### config.mk
export PLATFORM = sky130hd
export DESIGN_NAME = sdram_arbiter_flat
export DESIGN_NICKNAME = d
export VERILOG_FILES = /design/src/rtl/sdram_arbiter_if.sv /design/src/rtl/sdram_arbiter.sv /design/src/flat_wrapper.sv
export SDC_FILE = /design/constraint.sdc
export NUM_CORES = 1
export LEC_CHECK = 0
export BUFFER_PORTS_ARGS = -buffer_cell sky130_fd_sc_hd__buf_2
export CAP_MARGIN = 0
export CORE_ASPECT_RATIO = 1.1
export CORE_MARGIN = 2
export CORE_UTILIZATION = 44
export CTS_CLUSTER_DIAMETER = 100
export DETAILED_ROUTE_END_ITERATION = 6
export PLACE_DENSITY_LB_ADDON = 0.12
export SLEW_MARGIN = 15
export SYNTH_ARGS = -nofsm -noshare
export SYNTH_HDL_FRONTEND = slang
export SYNTH_SLANG_ARGS = --single-unit
### constraint.sdc
create_clock -name i_Clk -period 7.7 [get_ports i_Clk]
set_input_delay 0.77 -clock i_Clk [delete_from_list [all_inputs] [get_ports i_Clk]]
set_output_delay 0.77 -clock i_Clk [all_outputs]
set_load 0.03 [all_outputs]
### src/rtl/sdram_arbiter_if.sv
// sdram_arbiter_if: bundle between the three SDRAM masters, the controller and the arbiter.
// slave  : arbiter side (master requests/commands and controller completions in, grants and controller command out)
// master : environment side (drives requests/commands/completions, observes grants and controller command)
interface sdram_arbiter_if;
    logic        i_SDRAM_Initialized;
    logic [1:0]  i_MI_Command;
    logic [21:0] i_MI_Data_Address;
    logic [31:0] i_MI_Data_Write;
    logic        i_FR_Request;
    logic [1:0]  i_FR_Command;
    logic [21:0] i_FR_Data_Address;
    logic        i_PR_Request;
    logic [1:0]  i_PR_Command;
    logic [21:0] i_PR_Data_Address;
    logic [31:0] i_PR_Data_Write;
    logic        i_Data_Read_Valid;
    logic        i_Data_Write_Done;
    logic        o_FR_Grant;
    logic        o_PR_Grant;
    logic [1:0]  o_Command;
    logic [21:0] o_Data_Address;
    logic [31:0] o_Data_Write;
    logic [1:0]  o_Owner;
    logic        o_Busy;
    logic        o_Timeout_Error;
    modport slave (
        input  i_SDRAM_Initialized, i_MI_Command, i_MI_Data_Address, i_MI_Data_Write,
               i_FR_Request, i_FR_Command, i_FR_Data_Address,
               i_PR_Request, i_PR_Command, i_PR_Data_Address, i_PR_Data_Write,
               i_Data_Read_Valid, i_Data_Write_Done,
        output o_FR_Grant, o_PR_Grant, o_Command, o_Data_Address, o_Data_Write,
               o_Owner, o_Busy, o_Timeout_Error
    );
    modport master (
        output i_SDRAM_Initialized, i_MI_Command, i_MI_Data_Address, i_MI_Data_Write,
               i_FR_Request, i_FR_Command, i_FR_Data_Address,
               i_PR_Request, i_PR_Command, i_PR_Data_Address, i_PR_Data_Write,
               i_Data_Read_Valid, i_Data_Write_Done,
        input  o_FR_Grant, o_PR_Grant, o_Command, o_Data_Address, o_Data_Write,
               o_Owner, o_Busy, o_Timeout_Error
    );
endinterface

### src/rtl/sdram_arbiter.sv
// sdram_arbiter: shares one SDRAM controller port between memory initializer, frame reader and fractal processor.
// i_Clk   : memory clock
// i_Rst_N : asynchronous active-low reset
// bus     : sdram_arbiter_if.slave (master commands/requests, controller completions, grants, muxed command)
// Ownership changes only when no transaction is outstanding; FR beats PR, with a forced PR slot after PR_MAX_WAIT.
module sdram_arbiter #(
    parameter int unsigned READ_BURST_LENGTH = 8,
    parameter int unsigned PR_MAX_WAIT       = 512,
    parameter int unsigned TIMEOUT           = 1023
) (
    input logic           i_Clk,
    input logic           i_Rst_N,
    sdram_arbiter_if.slave bus
);
    localparam logic [2:0] S_INIT  = 3'd0;
    localparam logic [2:0] S_IDLE  = 3'd1;
    localparam logic [2:0] S_FR    = 3'd2;
    localparam logic [2:0] S_PR    = 3'd3;
    localparam logic [2:0] S_DRAIN = 3'd4;
    localparam logic [1:0] C_NOP   = 2'b00;
    localparam logic [1:0] C_READ  = 2'b01;
    localparam logic [1:0] C_WRITE = 2'b10;
    localparam int BW = $clog2(READ_BURST_LENGTH + 1);
    localparam int WW = $clog2(PR_MAX_WAIT + 1);
    localparam int TW = $clog2(TIMEOUT + 1);

    logic [2:0]    state_q, state_d;
    logic          forced_q, forced_d;
    logic          busy_q, busy_d;
    logic          err_q, err_d;
    logic [BW-1:0] beat_q, beat_d;
    logic [WW-1:0] wait_q, wait_d;
    logic [TW-1:0] wd_q, wd_d;
    logic [1:0]    owner, own_cmd;
    logic          timeout, done, free, fwd, fr, pr;

    assign fr      = bus.i_FR_Request;
    assign pr      = bus.i_PR_Request;
    assign owner   = state_q == S_INIT ? 2'd0 : state_q == S_FR ? 2'd1 : state_q == S_PR ? 2'd2 : 2'd3;
    assign own_cmd = owner == 2'd0 ? bus.i_MI_Command : owner == 2'd1 ? bus.i_FR_Command :
                     owner == 2'd2 ? bus.i_PR_Command : C_NOP;
    assign timeout = busy_q && wd_q == TW'(TIMEOUT - 1);
    // beat_q == 0 while busy means the outstanding transaction is a write
    assign done    = busy_q && (timeout || (beat_q == '0 ? bus.i_Data_Write_Done
                                                        : bus.i_Data_Read_Valid && beat_q == BW'(1)));
    // a completion in this cycle counts as already idle, so a switch can happen now
    assign free    = !busy_q || done;
    // nothing is forwarded while busy or in the cycle ownership is being handed over
    assign fwd     = !busy_q && state_d == state_q && (own_cmd == C_READ || own_cmd == C_WRITE);

    always_comb begin
        state_d  = state_q;
        forced_d = forced_q;
        case (state_q)
            S_INIT:  if (bus.i_SDRAM_Initialized && free) state_d = S_IDLE;
            S_IDLE:  state_d = fr ? S_FR : pr ? S_PR : S_IDLE;
            S_FR: begin
                if (!fr) state_d = S_DRAIN;
                else if (wait_q == WW'(PR_MAX_WAIT) && free) begin
                    state_d  = S_DRAIN;
                    forced_d = 1'b1;
                end
            end
            // a forced slot ignores FR preemption and ends after one completed transaction
            S_PR: begin
                if (!pr || (forced_q ? done : fr)) begin
                    state_d  = S_DRAIN;
                    forced_d = 1'b0;
                end
            end
            S_DRAIN: if (free) state_d = forced_q ? S_PR : fr ? S_FR : pr ? S_PR : S_IDLE;
            default: state_d = S_INIT;
        endcase
    end

    always_comb begin
        busy_d = busy_q;
        beat_d = beat_q;
        err_d  = err_q || timeout;
        wd_d   = busy_q && !done ? wd_q + 1'b1 : '0;
        wait_d = !pr || owner == 2'd2 ? '0 : wait_q == WW'(PR_MAX_WAIT) ? wait_q : wait_q + 1'b1;
        if (done) begin
            busy_d = 1'b0;
            beat_d = '0;
        end else if (busy_q && beat_q != '0 && bus.i_Data_Read_Valid) begin
            beat_d = beat_q - 1'b1;
        end
        if (fwd) begin
            busy_d = 1'b1;
            beat_d = own_cmd == C_READ ? BW'(READ_BURST_LENGTH) : '0;
        end
    end

    always_ff @(posedge i_Clk or negedge i_Rst_N) begin
        if (!i_Rst_N) begin
            state_q  <= S_INIT;
            forced_q <= 1'b0;
            busy_q   <= 1'b0;
            err_q    <= 1'b0;
            beat_q   <= '0;
            wait_q   <= '0;
            wd_q     <= '0;
        end else begin
            state_q  <= state_d;
            forced_q <= forced_d;
            busy_q   <= busy_d;
            err_q    <= err_d;
            beat_q   <= beat_d;
            wait_q   <= wait_d;
            wd_q     <= wd_d;
        end
    end

    assign bus.o_FR_Grant      = state_q == S_FR;
    assign bus.o_PR_Grant      = state_q == S_PR;
    assign bus.o_Owner         = owner;
    assign bus.o_Busy          = busy_q;
    assign bus.o_Timeout_Error = err_q;
    assign bus.o_Command       = fwd ? own_cmd : C_NOP;
    assign bus.o_Data_Address  = owner == 2'd0 ? bus.i_MI_Data_Address : owner == 2'd1 ? bus.i_FR_Data_Address :
                                 owner == 2'd2 ? bus.i_PR_Data_Address : '0;
    assign bus.o_Data_Write    = owner == 2'd0 ? bus.i_MI_Data_Write : owner == 2'd2 ? bus.i_PR_Data_Write : '0;
endmodule

### src/flat_wrapper.sv
// flat-port wrapper written by rule: the top's interface ports become plain ports
module sdram_arbiter_flat 
#(
    parameter int unsigned READ_BURST_LENGTH = 8,
    parameter int unsigned PR_MAX_WAIT       = 512,
    parameter int unsigned TIMEOUT           = 1023
)
  (i_Clk, i_Rst_N, bus_i_SDRAM_Initialized, bus_i_MI_Command, bus_i_MI_Data_Address, bus_i_MI_Data_Write, bus_i_FR_Request, bus_i_FR_Command, bus_i_FR_Data_Address, bus_i_PR_Request, bus_i_PR_Command, bus_i_PR_Data_Address, bus_i_PR_Data_Write, bus_i_Data_Read_Valid, bus_i_Data_Write_Done, bus_o_FR_Grant, bus_o_PR_Grant, bus_o_Command, bus_o_Data_Address, bus_o_Data_Write, bus_o_Owner, bus_o_Busy, bus_o_Timeout_Error);
  sdram_arbiter_if bus_i ();
  input logic i_Clk;
  input logic i_Rst_N;
  input wire logic [$bits(bus_i.i_SDRAM_Initialized)-1:0] bus_i_SDRAM_Initialized;
  input wire logic [$bits(bus_i.i_MI_Command)-1:0] bus_i_MI_Command;
  input wire logic [$bits(bus_i.i_MI_Data_Address)-1:0] bus_i_MI_Data_Address;
  input wire logic [$bits(bus_i.i_MI_Data_Write)-1:0] bus_i_MI_Data_Write;
  input wire logic [$bits(bus_i.i_FR_Request)-1:0] bus_i_FR_Request;
  input wire logic [$bits(bus_i.i_FR_Command)-1:0] bus_i_FR_Command;
  input wire logic [$bits(bus_i.i_FR_Data_Address)-1:0] bus_i_FR_Data_Address;
  input wire logic [$bits(bus_i.i_PR_Request)-1:0] bus_i_PR_Request;
  input wire logic [$bits(bus_i.i_PR_Command)-1:0] bus_i_PR_Command;
  input wire logic [$bits(bus_i.i_PR_Data_Address)-1:0] bus_i_PR_Data_Address;
  input wire logic [$bits(bus_i.i_PR_Data_Write)-1:0] bus_i_PR_Data_Write;
  input wire logic [$bits(bus_i.i_Data_Read_Valid)-1:0] bus_i_Data_Read_Valid;
  input wire logic [$bits(bus_i.i_Data_Write_Done)-1:0] bus_i_Data_Write_Done;
  output wire logic [$bits(bus_i.o_FR_Grant)-1:0] bus_o_FR_Grant;
  output wire logic [$bits(bus_i.o_PR_Grant)-1:0] bus_o_PR_Grant;
  output wire logic [$bits(bus_i.o_Command)-1:0] bus_o_Command;
  output wire logic [$bits(bus_i.o_Data_Address)-1:0] bus_o_Data_Address;
  output wire logic [$bits(bus_i.o_Data_Write)-1:0] bus_o_Data_Write;
  output wire logic [$bits(bus_i.o_Owner)-1:0] bus_o_Owner;
  output wire logic [$bits(bus_i.o_Busy)-1:0] bus_o_Busy;
  output wire logic [$bits(bus_i.o_Timeout_Error)-1:0] bus_o_Timeout_Error;
  assign bus_i.i_SDRAM_Initialized = bus_i_SDRAM_Initialized;
  assign bus_i.i_MI_Command = bus_i_MI_Command;
  assign bus_i.i_MI_Data_Address = bus_i_MI_Data_Address;
  assign bus_i.i_MI_Data_Write = bus_i_MI_Data_Write;
  assign bus_i.i_FR_Request = bus_i_FR_Request;
  assign bus_i.i_FR_Command = bus_i_FR_Command;
  assign bus_i.i_FR_Data_Address = bus_i_FR_Data_Address;
  assign bus_i.i_PR_Request = bus_i_PR_Request;
  assign bus_i.i_PR_Command = bus_i_PR_Command;
  assign bus_i.i_PR_Data_Address = bus_i_PR_Data_Address;
  assign bus_i.i_PR_Data_Write = bus_i_PR_Data_Write;
  assign bus_i.i_Data_Read_Valid = bus_i_Data_Read_Valid;
  assign bus_i.i_Data_Write_Done = bus_i_Data_Write_Done;
  assign bus_o_FR_Grant = bus_i.o_FR_Grant;
  assign bus_o_PR_Grant = bus_i.o_PR_Grant;
  assign bus_o_Command = bus_i.o_Command;
  assign bus_o_Data_Address = bus_i.o_Data_Address;
  assign bus_o_Data_Write = bus_i.o_Data_Write;
  assign bus_o_Owner = bus_i.o_Owner;
  assign bus_o_Busy = bus_i.o_Busy;
  assign bus_o_Timeout_Error = bus_i.o_Timeout_Error;
  sdram_arbiter #(.READ_BURST_LENGTH(READ_BURST_LENGTH), .PR_MAX_WAIT(PR_MAX_WAIT), .TIMEOUT(TIMEOUT)) u_core (.i_Clk(i_Clk), .i_Rst_N(i_Rst_N), .bus(bus_i));
endmodule
==> impl_metrics.csv, run 1 <==
group,metric,value,unit
outcome,outcome,"finished, final reports clean",
timing,worst_pin_slew,1050,ps
power_and_ir_drop,irDropWorstVdd,0.000257,V
job,drv_cap,0,
cells_and_area,final_common_cell,"buf_2",
global_route,grt_pass1_vias,2932,
cts,postCtsSetupBuffers,0,
setup_path,cp-startpoint,"u_core.state_q[0]",
synthesis,synth_area_leader_cell,"dfrtp_1",
timing,timing.final.ws_setup,3170,ps
cells_and_area,final_cell_mix,"204 x buf_2, 79 x nor2_1, 32 x a22o_1",
global_route,grt_pass1_wl,14700,µm
setup_path,start_kind,"flip-flop",
synthesis,ys_types,46,
floorplan,die_height,85.6,µm
floorplan,die_x,78.2,µm
setup_path,rrSetupSlack,4180,ps
power_and_ir_drop,power.density,384,nW/µm²
setup_path,path_buf_inv,1,
floorplan,io_pins,205,
placed_design,gp_congestion,0.895,
timing,drv_slew,0,
placed_design,numPortBuffers,204,
cells_and_area,syn_to_final_growth,42.3,%
floorplan,core_area,5810,µm²
timing,fmaxAchievable,221,MHz
synthesis,synth_top_area_frac,0.282,
synthesis,synth_cells,335,
setup_path,criticalPathCategory,"reg2out",
setup_path,endpoint_kind,"output port",
setup_path,path_cells,"and2_1 -> nand2_1 -> o21ai_0 -> nand2b_1 -> ha_1 -> a2111o_1 -> a21oi_1 -> o211ai_4 -> nor3_1 -> buf_2",
worst_hold_path,hp-class,"reg2reg",
drt,first_pass_iters,4,
power_and_ir_drop,power.leakage,2.08,nW
floorplan,fp-row-count,29,
setup_path,slowest_stage,"dfrtp_1",
cts,root_buffer,"clkbuf_8",
cells_and_area,nets,675,
timing,final.period_utilization,0.588,
global_route,antenna_found_initial,0,
cts,clock-sinks,30,
setup_path,cpPeakStageDelay,980,ps
synthesis,yosysWarnings,0,
placed_design,pre_cts_slack,3450,ps
drt,wl_per_cell,15.5,µm
timing,hold_violations,0,
synthesis,synth.top_cells.by_area,"dfrtp_1 28%, nor2_1 11%, a22o_1 11%",
floorplan,initial_core_util,0.458,
global_route,grt_max_degree,37,
setup_path,r2r-start,"u_core.state_q[0]",
timing,rsz0062_at_grt,"false",
cts,numCtsBuffers,5,
setup_path,crit_end,"bus_o_Command[0]",
cts,tritoncts,"built",
synthesis,ys_async_sr_fraction,1.00,
drt,vias,3106,
setup_path,path_delay_family,"simple AND/OR/NAND/NOR gates",
timing,setup-violations-final,0,
synthesis,synth_area,2660,µm²
setup_path,r2r_end,"u_core.beat_q[3]",
synthesis,synth-edff-count,0,
setup_path,crit_fanout,33,
global_route,grt_overflow,0,
setup_path,worstPathArrival,3760,ps
timing,final.setup.tns,0,ps
global_route,grt_use_total,0.276,
cts,clkTransAtPathRegs,70,ps
drt,drt-initial-drc-count,184,
drt,wl,9340,µm
cts,ctsHoldBuffers,0,
drt,avgViaCountPerCell,5.16,
placed_design,dp_hpwl,7640,µm
cells_and_area,drive_above_1_share,0.436,
synthesis,synth-main-ff-cell,"dfrtp_1",
floorplan,dieArea,6690,µm²
timing,period_needed,4530,ps
cts,clkLatencyLatePin,280,ps
synthesis,synth_seq_area_share,0.282,
setup_path,ff2ff_path_depth,9,
setup_path,cp_num_cells,10,
timing,relSlewSlack,0.301,
setup_path,cp.required,6930,ps
synthesis,synth_fp_nets,486,
cts,htreeDepth,2,
cts,post_cts_resized,0,
cells_and_area,antenna_cells,0,
synthesis,syn_avg_cell_area,7.94,µm²
timing,skew,8.41,ps
drt,postRouteAntennaNets,0,
synthesis,ys_ff_latch,30,
cells_and_area,fillers,540,
drt,drc,0,
cts,clockBufferDepth,2,
[worst min path at each step]
| stage | end | from | slack [ps] | depth (start not counted) |
|---|---|---|---|---|
| finish | u_core.bus.o_Timeout_Error | u_core.bus.o_Timeout_Error | 470 | 1 |
| global route | u_core.bus.o_Timeout_Error | u_core.bus.o_Timeout_Error | 510 | 1 |
| CTS | u_core.bus.o_Timeout_Error | u_core.bus.o_Timeout_Error | 470 | 1 |
| detailed placement | u_core.bus.o_Timeout_Error | u_core.bus.o_Timeout_Error | 450 | 1 |
| global placement | u_core.bus.o_Timeout_Error | u_core.bus.o_Timeout_Error | 450 | 1 |
| floorplan | u_core.beat_q[0] | i_Rst_N | 470 | 0 |
[where the power goes]
part | switching [mW] | internal [mW]
logic | 0.681 | 0.361
clock network | 0.0577 | 0.0720
registers | 0.101 | 0.183
total | 0.840 | 0.616
[routing by layer]
layer / up-vias / share of wire / wire [µm] / GRT usage
met5: - / 0 / 0 / 0
met4: 0 / 0.014 / 134 / 0.0670
met3: 12 / 0.077 / 720 / 0.0642
met2: 123 / 0.49 / 4590 / 0.459
met1: 1424 / 0.42 / 3890 / 0.364
li1: 1547 / - / - / -
[sequential cells by signal, summed over array words and instances (netlist names)]
signal	cells
u_core.bus.o_Timeout_Error	1
u_core.beat_q	4
u_core.state_q	3
u_core.wd_q	10
u_core.forced_q	1
u_core.wait_q	10
u_core.bus.o_Busy	1
[synth_stat cells (2+ instances only)]
library cell  number
o21ai_0            4
nor3_1             7
clkbuf_1          16
nor2_1            79
nand4_1            2
inv_1              7
and2_1             2
nand3_1           10
nor2b_1            2
mux2_2             3
a22o_1            32
ha_1               8
or2_2              2
xnor2_1            8
xor2_1            12
buf_2              5
a21oi_1           27
nand2_1           25
a211o_1            2
nand2b_1           3
mux2i_1           24
and3b_1            2
dfrtp_1           30
[layout make-up]
class                           count  area, µm²  share of cell area
Clock buffer                        7       86.3              0.0228
Clock inverter                      1       5.00             0.00132
Inverter                            8       30.0             0.00793
Multi-Input combinational cell    274       1790               0.472
Sequential cell                    30        752               0.199
Tap cell                           77       96.3              0.0254
Timing Repair Buffer              205       1030               0.272
[kinds of logic (layout without fill, tap and decap cells)]
family,after synthesis,after routing,share of synthesized area
compound gates,75,75,0.212
xor+xnor,20,20,0.0658
fa+ha+maj,8,8,0.0376
buf+inv,31,221,0.0475
flops,30,30,0.282
mux,28,28,0.109
simple gates,143,143,0.247
[stage by stage]
step	total power [mW]	hold WS, ps	area, µm²	instances	utilization
2_1_floorplan	1.04	474	2660	335	-
3_3_place_gp	1.32	448	3700	594	0.637
3_5_place_dp	1.33	449	3700	594	0.637
4_1_cts	1.46	465	3790	602	0.652
5_1_grt	1.55	513	3790	602	0.652
6_report	1.46	466	3790	602	0.652
Note: power is estimated with default switching activity, not from simulation.
==> inputs of run 2 (changes only) <==
--- a/config.mk
+++ b/config.mk
@@ -5,11 +5,12 @@
 export SDC_FILE = /design/constraint.sdc
 export NUM_CORES = 1
 export LEC_CHECK = 0
+export ABC_AREA = 1
 export BUFFER_PORTS_ARGS = -buffer_cell sky130_fd_sc_hd__buf_2
 export CAP_MARGIN = 0
 export CORE_ASPECT_RATIO = 1.1
 export CORE_MARGIN = 2
-export CORE_UTILIZATION = 44
+export CORE_UTILIZATION = 40
 export CTS_CLUSTER_DIAMETER = 100
 export DETAILED_ROUTE_END_ITERATION = 6
 export PLACE_DENSITY_LB_ADDON = 0.12
==> constraint.sdc (replaced) <==
create_clock -name i_Clk -period 4.3 [get_ports i_Clk]
set_input_delay 0.43 -clock i_Clk [delete_from_list [all_inputs] [get_ports i_Clk]]
set_output_delay 0.43 -clock i_Clk [all_outputs]
set_load 0.03 [all_outputs]
==> run 2 against run 1 <==
Compared with the run above:
- combinational power is 93% higher
- die area is 6.8% higher
- count of clock-buffer cells in the layout down 2
- largest cell class unchanged
- critical endpoint is now bus_o_Command[1]
- largest power group unchanged
- wire length grew 4.9%
- sequential share of layout area is essentially flat
- utilization down 4.7 points
- register-to-register slack got worse by 2400 ps
- global-route usage decreased by 1.8 points
- highest routed layer unchanged
==> impl_metrics.csv, run 2 <==
group,metric,value,unit
synthesis,synth.top_cells.by_area,"dfrtp_1 29%, nand2_1 15%, a22o_1 11%",
cells_and_area,syn_to_final_growth,45.4,%
timing,worst_pin_slew,796,ps
placed_design,pre_cts_slack,1390,ps
floorplan,core_area,6230,µm²
timing,final.setup.tns,0,ps
setup_path,worstPathArrival,2780,ps
drt,drc,0,
setup_path,cp.required,3870,ps
cts,clock-sinks,30,
synthesis,yosysWarnings,0,
global_route,grt_use_total,0.258,
floorplan,die_height,88.5,µm
drt,wl,9800,µm
synthesis,ys_async_sr_fraction,1.00,
power_and_ir_drop,power.leakage,2.13,nW
drt,avgViaCountPerCell,4.93,
timing,period_needed,3210,ps
floorplan,io_pins,205,
cts,ctsHoldBuffers,0,
placed_design,gp_congestion,0.894,
cts,htreeDepth,2,
floorplan,dieArea,7140,µm²
synthesis,ys_types,36,
drt,wl_per_cell,15.2,µm
worst_hold_path,hp-class,"in2async",
cts,root_buffer,"clkbuf_8",
synthesis,synth_top_area_frac,0.289,
setup_path,endpoint_kind,"output port",
cts,post_cts_resized,0,
synthesis,synth_most_common_cell,"nand2_1",
setup_path,criticalPathCategory,"reg2out",
synthesis,syn_avg_cell_area,7.09,µm²
synthesis,synth_commonest_cells,"105 x nand2_1, 36 x inv_1, 34 x nand3_1",
cts,numCtsBuffers,5,
job,drv_cap,0,
synthesis,synth-edff-count,0,
synthesis,ys_ff_latch,30,
cts,clockBufferDepth,2,
timing,drv_slew,0,
drt,first_pass_iters,5,
timing,timing.final.ws_setup,1090,ps
synthesis,synth_area,2590,µm²
setup_path,ff2ff_path_depth,12,
drt,vias,3180,
cts,postCtsSetupBuffers,0,
timing,hold_violations,0,
setup_path,crit_fanout,19,
synthesis,synth_area_leader_cell,"dfrtp_1",
cts,tritoncts,"built",
timing,final.period_utilization,0.746,
cells_and_area,drive_above_1_share,0.429,
global_route,grt_pass1_vias,2803,
cts,clkTransAtPathRegs,70,ps
cells_and_area,final_cell_mix,"204 x buf_2, 105 x nand2_1, 36 x inv_1",
cells_and_area,nets,714,
global_route,grt_pass1_wl,14000,µm
synthesis,synth_seq_area_share,0.289,
timing,relSlewSlack,0.469,
drt,drt-initial-drc-count,164,
drt,postRouteAntennaNets,0,
floorplan,fp-row-count,30,
placed_design,numPortBuffers,204,
global_route,grt_overflow,0,
outcome,outcome,"finished, final reports clean",
synthesis,synth_fp_nets,517,
setup_path,start_kind,"flip-flop",
timing,fmaxAchievable,312,MHz
timing,hold_slack,181,ps
synthesis,synth_cells,366,
power_and_ir_drop,irDropWorstVdd,0.000426,V
global_route,grt_max_degree,44,
timing,setup-violations-final,0,
global_route,antenna_found_initial,1,
cells_and_area,largestRegisters,"u_core.wait_q: 10 flops, u_core.wd_q: 10 flops, u_core.beat_q: 4 flops",
cells_and_area,final_common_cell,"buf_2",
power_and_ir_drop,power.density,707,nW/µm²
synthesis,synth-main-ff-cell,"dfrtp_1",
cts,clkLatencyLatePin,290,ps
timing,rsz0062_at_grt,"false",
timing,skew,6.30,ps
floorplan,initial_core_util,0.416,
placed_design,dp_hpwl,7960,µm
floorplan,die_x,80.8,µm
## run 2: changes by cell type after synthesis, moves of 5 or more
cell,previous run,this run
nand2_1,25,105
nor2_1,79,29
mux2i_1,24,0
xor2_1,12,4
clkbuf_1,16,11
a21oi_1,27,9
nand2_2,0,5
nor3b_1,0,5
nand3_1,10,34
xnor2_1,8,3
inv_1,7,36
nand3_2,1,7
## run 2: layout make-up
class,count,area [µm²]
clock inverters,3,40.0
well taps,80,100
flip-flops and latches,30,751
diodes,1,2.50
repair buffers,206,1040
multi-input cells,283,1640
inverters,37,139
fillers,603,2460
clock buffers,5,68.8
## run 2: through the flow
step | cell area (µm²) | total power, mW | util | cells
2_1_floorplan | 2590 | 1.85 | - | 366
3_3_place_gp | 3660 | 2.37 | 0.588 | 636
3_5_place_dp | 3660 | 2.39 | 0.588 | 636
4_1_cts | 3770 | 2.68 | 0.605 | 644
5_1_grt | 3770 | 2.85 | 0.605 | 645
6_report | 3770 | 2.67 | 0.605 | 645
## run 2: cell families (layout without fill, tap and decap cells)
| kind of cell | Yosys count | in the layout | synth area share |
|---|---|---|---|
| AO/OA/AOI/OAI | 55 | 55 | 0.167 |
| XOR/XNOR | 7 | 7 | 0.0236 |
| adder cells (fa/ha/maj) | 8 | 8 | 0.0386 |
| buffers and inverters | 53 | 251 | 0.0801 |
| flip-flops | 30 | 30 | 0.289 |
| other | 0 | 1 | 0 |
| AND/OR/NAND/NOR | 213 | 213 | 0.401 |
## run 2: power by group
group          switching [mW]  internal [mW]
Sequential             0.0544          0.328
Combinational            1.39          0.620
Clock                   0.110          0.170
## run 2: final timing paths
path | to | slack [ps] | startpoint
worst max-delay path | bus_o_Command[1] | 1090 | u_core.state_q[0]
worst min-delay path | u_core.wd_q[5] | 180 | i_Rst_N
worst max register to register | u_core.beat_q[3] | 1790 | u_core.state_q[0]
worst min register to register | u_core.bus.o_Timeout_Error | 470 | u_core.bus.o_Timeout_Error
max in group asynchronous | u_core.wd_q[4] | 3690 | i_Rst_N
min in group i_Clk | u_core.beat_q[0] | 470 | bus_i_Data_Read_Valid
## run 2: routing by layer
layer,vias to the layer above,global-route usage,part of all wire
met4,0,0.0663,0.012
met2,117,0.415,0.47
met3,8,0.0633,0.080
li1,1623,-,-
met5,-,0,0
met1,1432,0.349,0.44
## run 2: critical path: stages (launching register included)
cell and delay, ps:
dfrtp_1 410, inv_1 110, nor3_4 560, a32o_1 210, a21oi_1 60, ha_1 280, or2_2 320, nor2_8 130
nand3_4 110, nor2_1 100, buf_2 200
==> inputs of run 3 (changes only) <==
--- a/config.mk
+++ b/config.mk
@@ -10,7 +10,7 @@
 export CAP_MARGIN = 0
 export CORE_ASPECT_RATIO = 1.1
 export CORE_MARGIN = 2
-export CORE_UTILIZATION = 40
+export CORE_UTILIZATION = 36
 export CTS_CLUSTER_DIAMETER = 100
 export DETAILED_ROUTE_END_ITERATION = 6
 export PLACE_DENSITY_LB_ADDON = 0.12
==> constraint.sdc (replaced) <==
create_clock -name i_Clk -period 2.8 [get_ports i_Clk]
set_input_delay 0.28 -clock i_Clk [delete_from_list [all_inputs] [get_ports i_Clk]]
set_output_delay 0.28 -clock i_Clk [all_outputs]
set_load 0.03 [all_outputs]
==> run 3 against run 2 <==
Compared with the run above:
- clock power increased by 30%
- combinational power rose by 57%
- utilization shrank 5.9 points
- die area increased by 11%
- hold slack worse by 150 ps
- via count grew 2.0%
- sequential share of layout area decreased by 0.18 points
- highest routed layer is now met5
- flip-flop and latch count unchanged
- power rose by 54%
- global-route usage shrank 3.0 points
- sequential power up 57%
- count of clock-buffer cells in the layout up 2
==> impl_metrics.csv, run 3 (same netlist as run 2, synthesis figures left out) <==
group,metric,value,unit
outcome,outcome,"finished, final reports clean",
drt,first_pass_iters,4,
cts,root_buffer,"clkbuf_8",
cells_and_area,final_common_cell,"buf_2",
setup_path,endpoint_kind,"output port",
setup_path,start_kind,"flip-flop",
drt,vias,3245,
timing,setup-violations-final,0,
cells_and_area,fillers,717,
cts,clkTransAtPathRegs,70,ps
timing,final.setup.tns,0,ps
drt,postRouteAntennaNets,0,
power_and_ir_drop,power.density,1070,nW/µm²
power_and_ir_drop,p_total,4.11,mW
cells_and_area,seq_area,754,µm²
floorplan,core_area,7010,µm²
floorplan,initial_core_util,0.370,
cts,numCtsBuffers,5,
placed_design,dp_hpwl,7670,µm
setup_path,criticalPathCategory,"reg2out",
cts,clockBufferDepth,2,
cells_and_area,drive_above_1_share,0.444,
global_route,grt_pass1_wl,14400,µm
drt,wl_per_cell,14.7,µm
floorplan,dieArea,7900,µm²
drt,avgViaCountPerCell,4.95,
cells_and_area,antenna_cells,0,
power_and_ir_drop,irDropWorstVdd,0.000605,V
timing,relSlewSlack,0.551,
floorplan,die_height,93.0,µm
worst_hold_path,hp-class,"in2async",
global_route,grt_max_degree,50,
floorplan,io_pins,205,
cts,clkLatencyLatePin,280,ps
floorplan,die_x,84.9,µm
timing,worst_pin_slew,674,ps
setup_path,crit_fanout,7,
drt,drt-initial-drc-count,148,
timing,hold_violations,0,
floorplan,fp-row-count,32,
cells_and_area,syn_to_final_growth,47.5,%
cells_and_area,largestRegisters,"u_core.wait_q: 10 flops, u_core.wd_q: 10 flops, u_core.beat_q: 4 flops",
timing,skew,8.27,ps
cts,clock-sinks,30,
placed_design,gp_congestion,0.853,
setup_path,cp.required,2520,ps
cells_and_area,utilization,0.546,
global_route,antenna_found_initial,1,
timing,final.period_utilization,0.946,
placed_design,numPortBuffers,204,
global_route,grt_use_total,0.228,
setup_path,worstPathArrival,2370,ps
global_route,grt_pass1_vias,2933,
timing,drv_slew,0,
power_and_ir_drop,power.leakage,2.15,nW
job,drv_cap,0,
timing,rsz0062_at_grt,"false",
cts,htreeDepth,2,
drt,drc,0,
cells_and_area,multi_input_area,1640,µm²
cells_and_area,nets,720,
global_route,grt_overflow,0,
cts,tritoncts,"built",
timing,period_needed,2650,ps
timing,fmaxAchievable,378,MHz
drt,wl,9610,µm
cells_and_area,final_cell_mix,"202 x buf_2, 105 x nand2_1, 34 x inv_1, 34 x nand3_1, 32 x a22o_1",
[run 3: cell count changes in the layout (fill, tap and decap cells not counted), moves of 2 or more]
cell and delta:
buf_2 -2, buf_4 +8, dfrtp_1 -3, dfrtp_2 +3
inv_1 -2, inv_4 +2
[run 3: report_power, final]
part	total [mW]	switching (mW)	internal (mW)
logic	3.15	2.14	1.01
clock network	0.364	0.166	0.198
registers	0.599	0.0910	0.507
total	4.11	2.39	1.72
[run 3: stage by stage]
stage	hold slack, ps	instances	area [µm²]	setup slack, ps
floorplan	-15.6	366	2590	197
global placement	361	643	3680	353
detailed placement	357	643	3680	300
CTS	56.8	651	3770	42.0
global route	88.8	655	3830	4.43
finish	31.0	655	3830	152
[run 3: path summary, 6_finish.rpt]
check / depth (start not counted) / from / end / slack [ps]
worst min-delay path: 1 / i_Rst_N / u_core.wd_q[5] / 30
worst max-delay path: 10 / u_core.state_q[1] / bus_o_Command[1] / 150
min in group i_Clk: 3 / bus_i_Data_Read_Valid / u_core.beat_q[0] / 330
max in group asynchronous: 1 / i_Rst_N / u_core.state_q[2] / 2290
worst max register to register: 12 / u_core.state_q[1] / u_core.beat_q[3] / 690
worst min register to register: 2 / u_core.bus.o_Timeout_Error / u_core.bus.o_Timeout_Error / 480
[run 3: layout make-up]
class                           count  share of cell area
Sequential cell                    30               0.197
Clock inverter                      1             0.00131
Timing Repair Buffer              212               0.284
Clock buffer                        7              0.0226
Inverter                           37              0.0376
Tap cell                           85              0.0278
Multi-Input combinational cell    283               0.430
[run 3: what timing repair did]
item	in CTS	in global routing
endpoints found under the setup margin	1	2
hold buffers	0	0
pin swaps	0	1
buffers inserted	0	4
gates resized for setup	1	12
gates cloned	0	0
[run 3: layer usage]
layer	global-route usage	vias to the layer above	wire [µm]
met4	0.0463	2	97
li1	-	1626	-
met2	0.364	140	4450
met5	0	-	13
met3	0.0688	12	856
met1	0.307	1465	4190
[run 3: critical path, stage by stage (launching register included)]
cell     delay (ps)
dfrtp_2         440
inv_4            90
nor3_4           50
a32o_1          200
a21o_1          170
ha_1            280
or2_2           330
nor2_8          130
nand3_4         110
nor2_1          120
buf_4           170
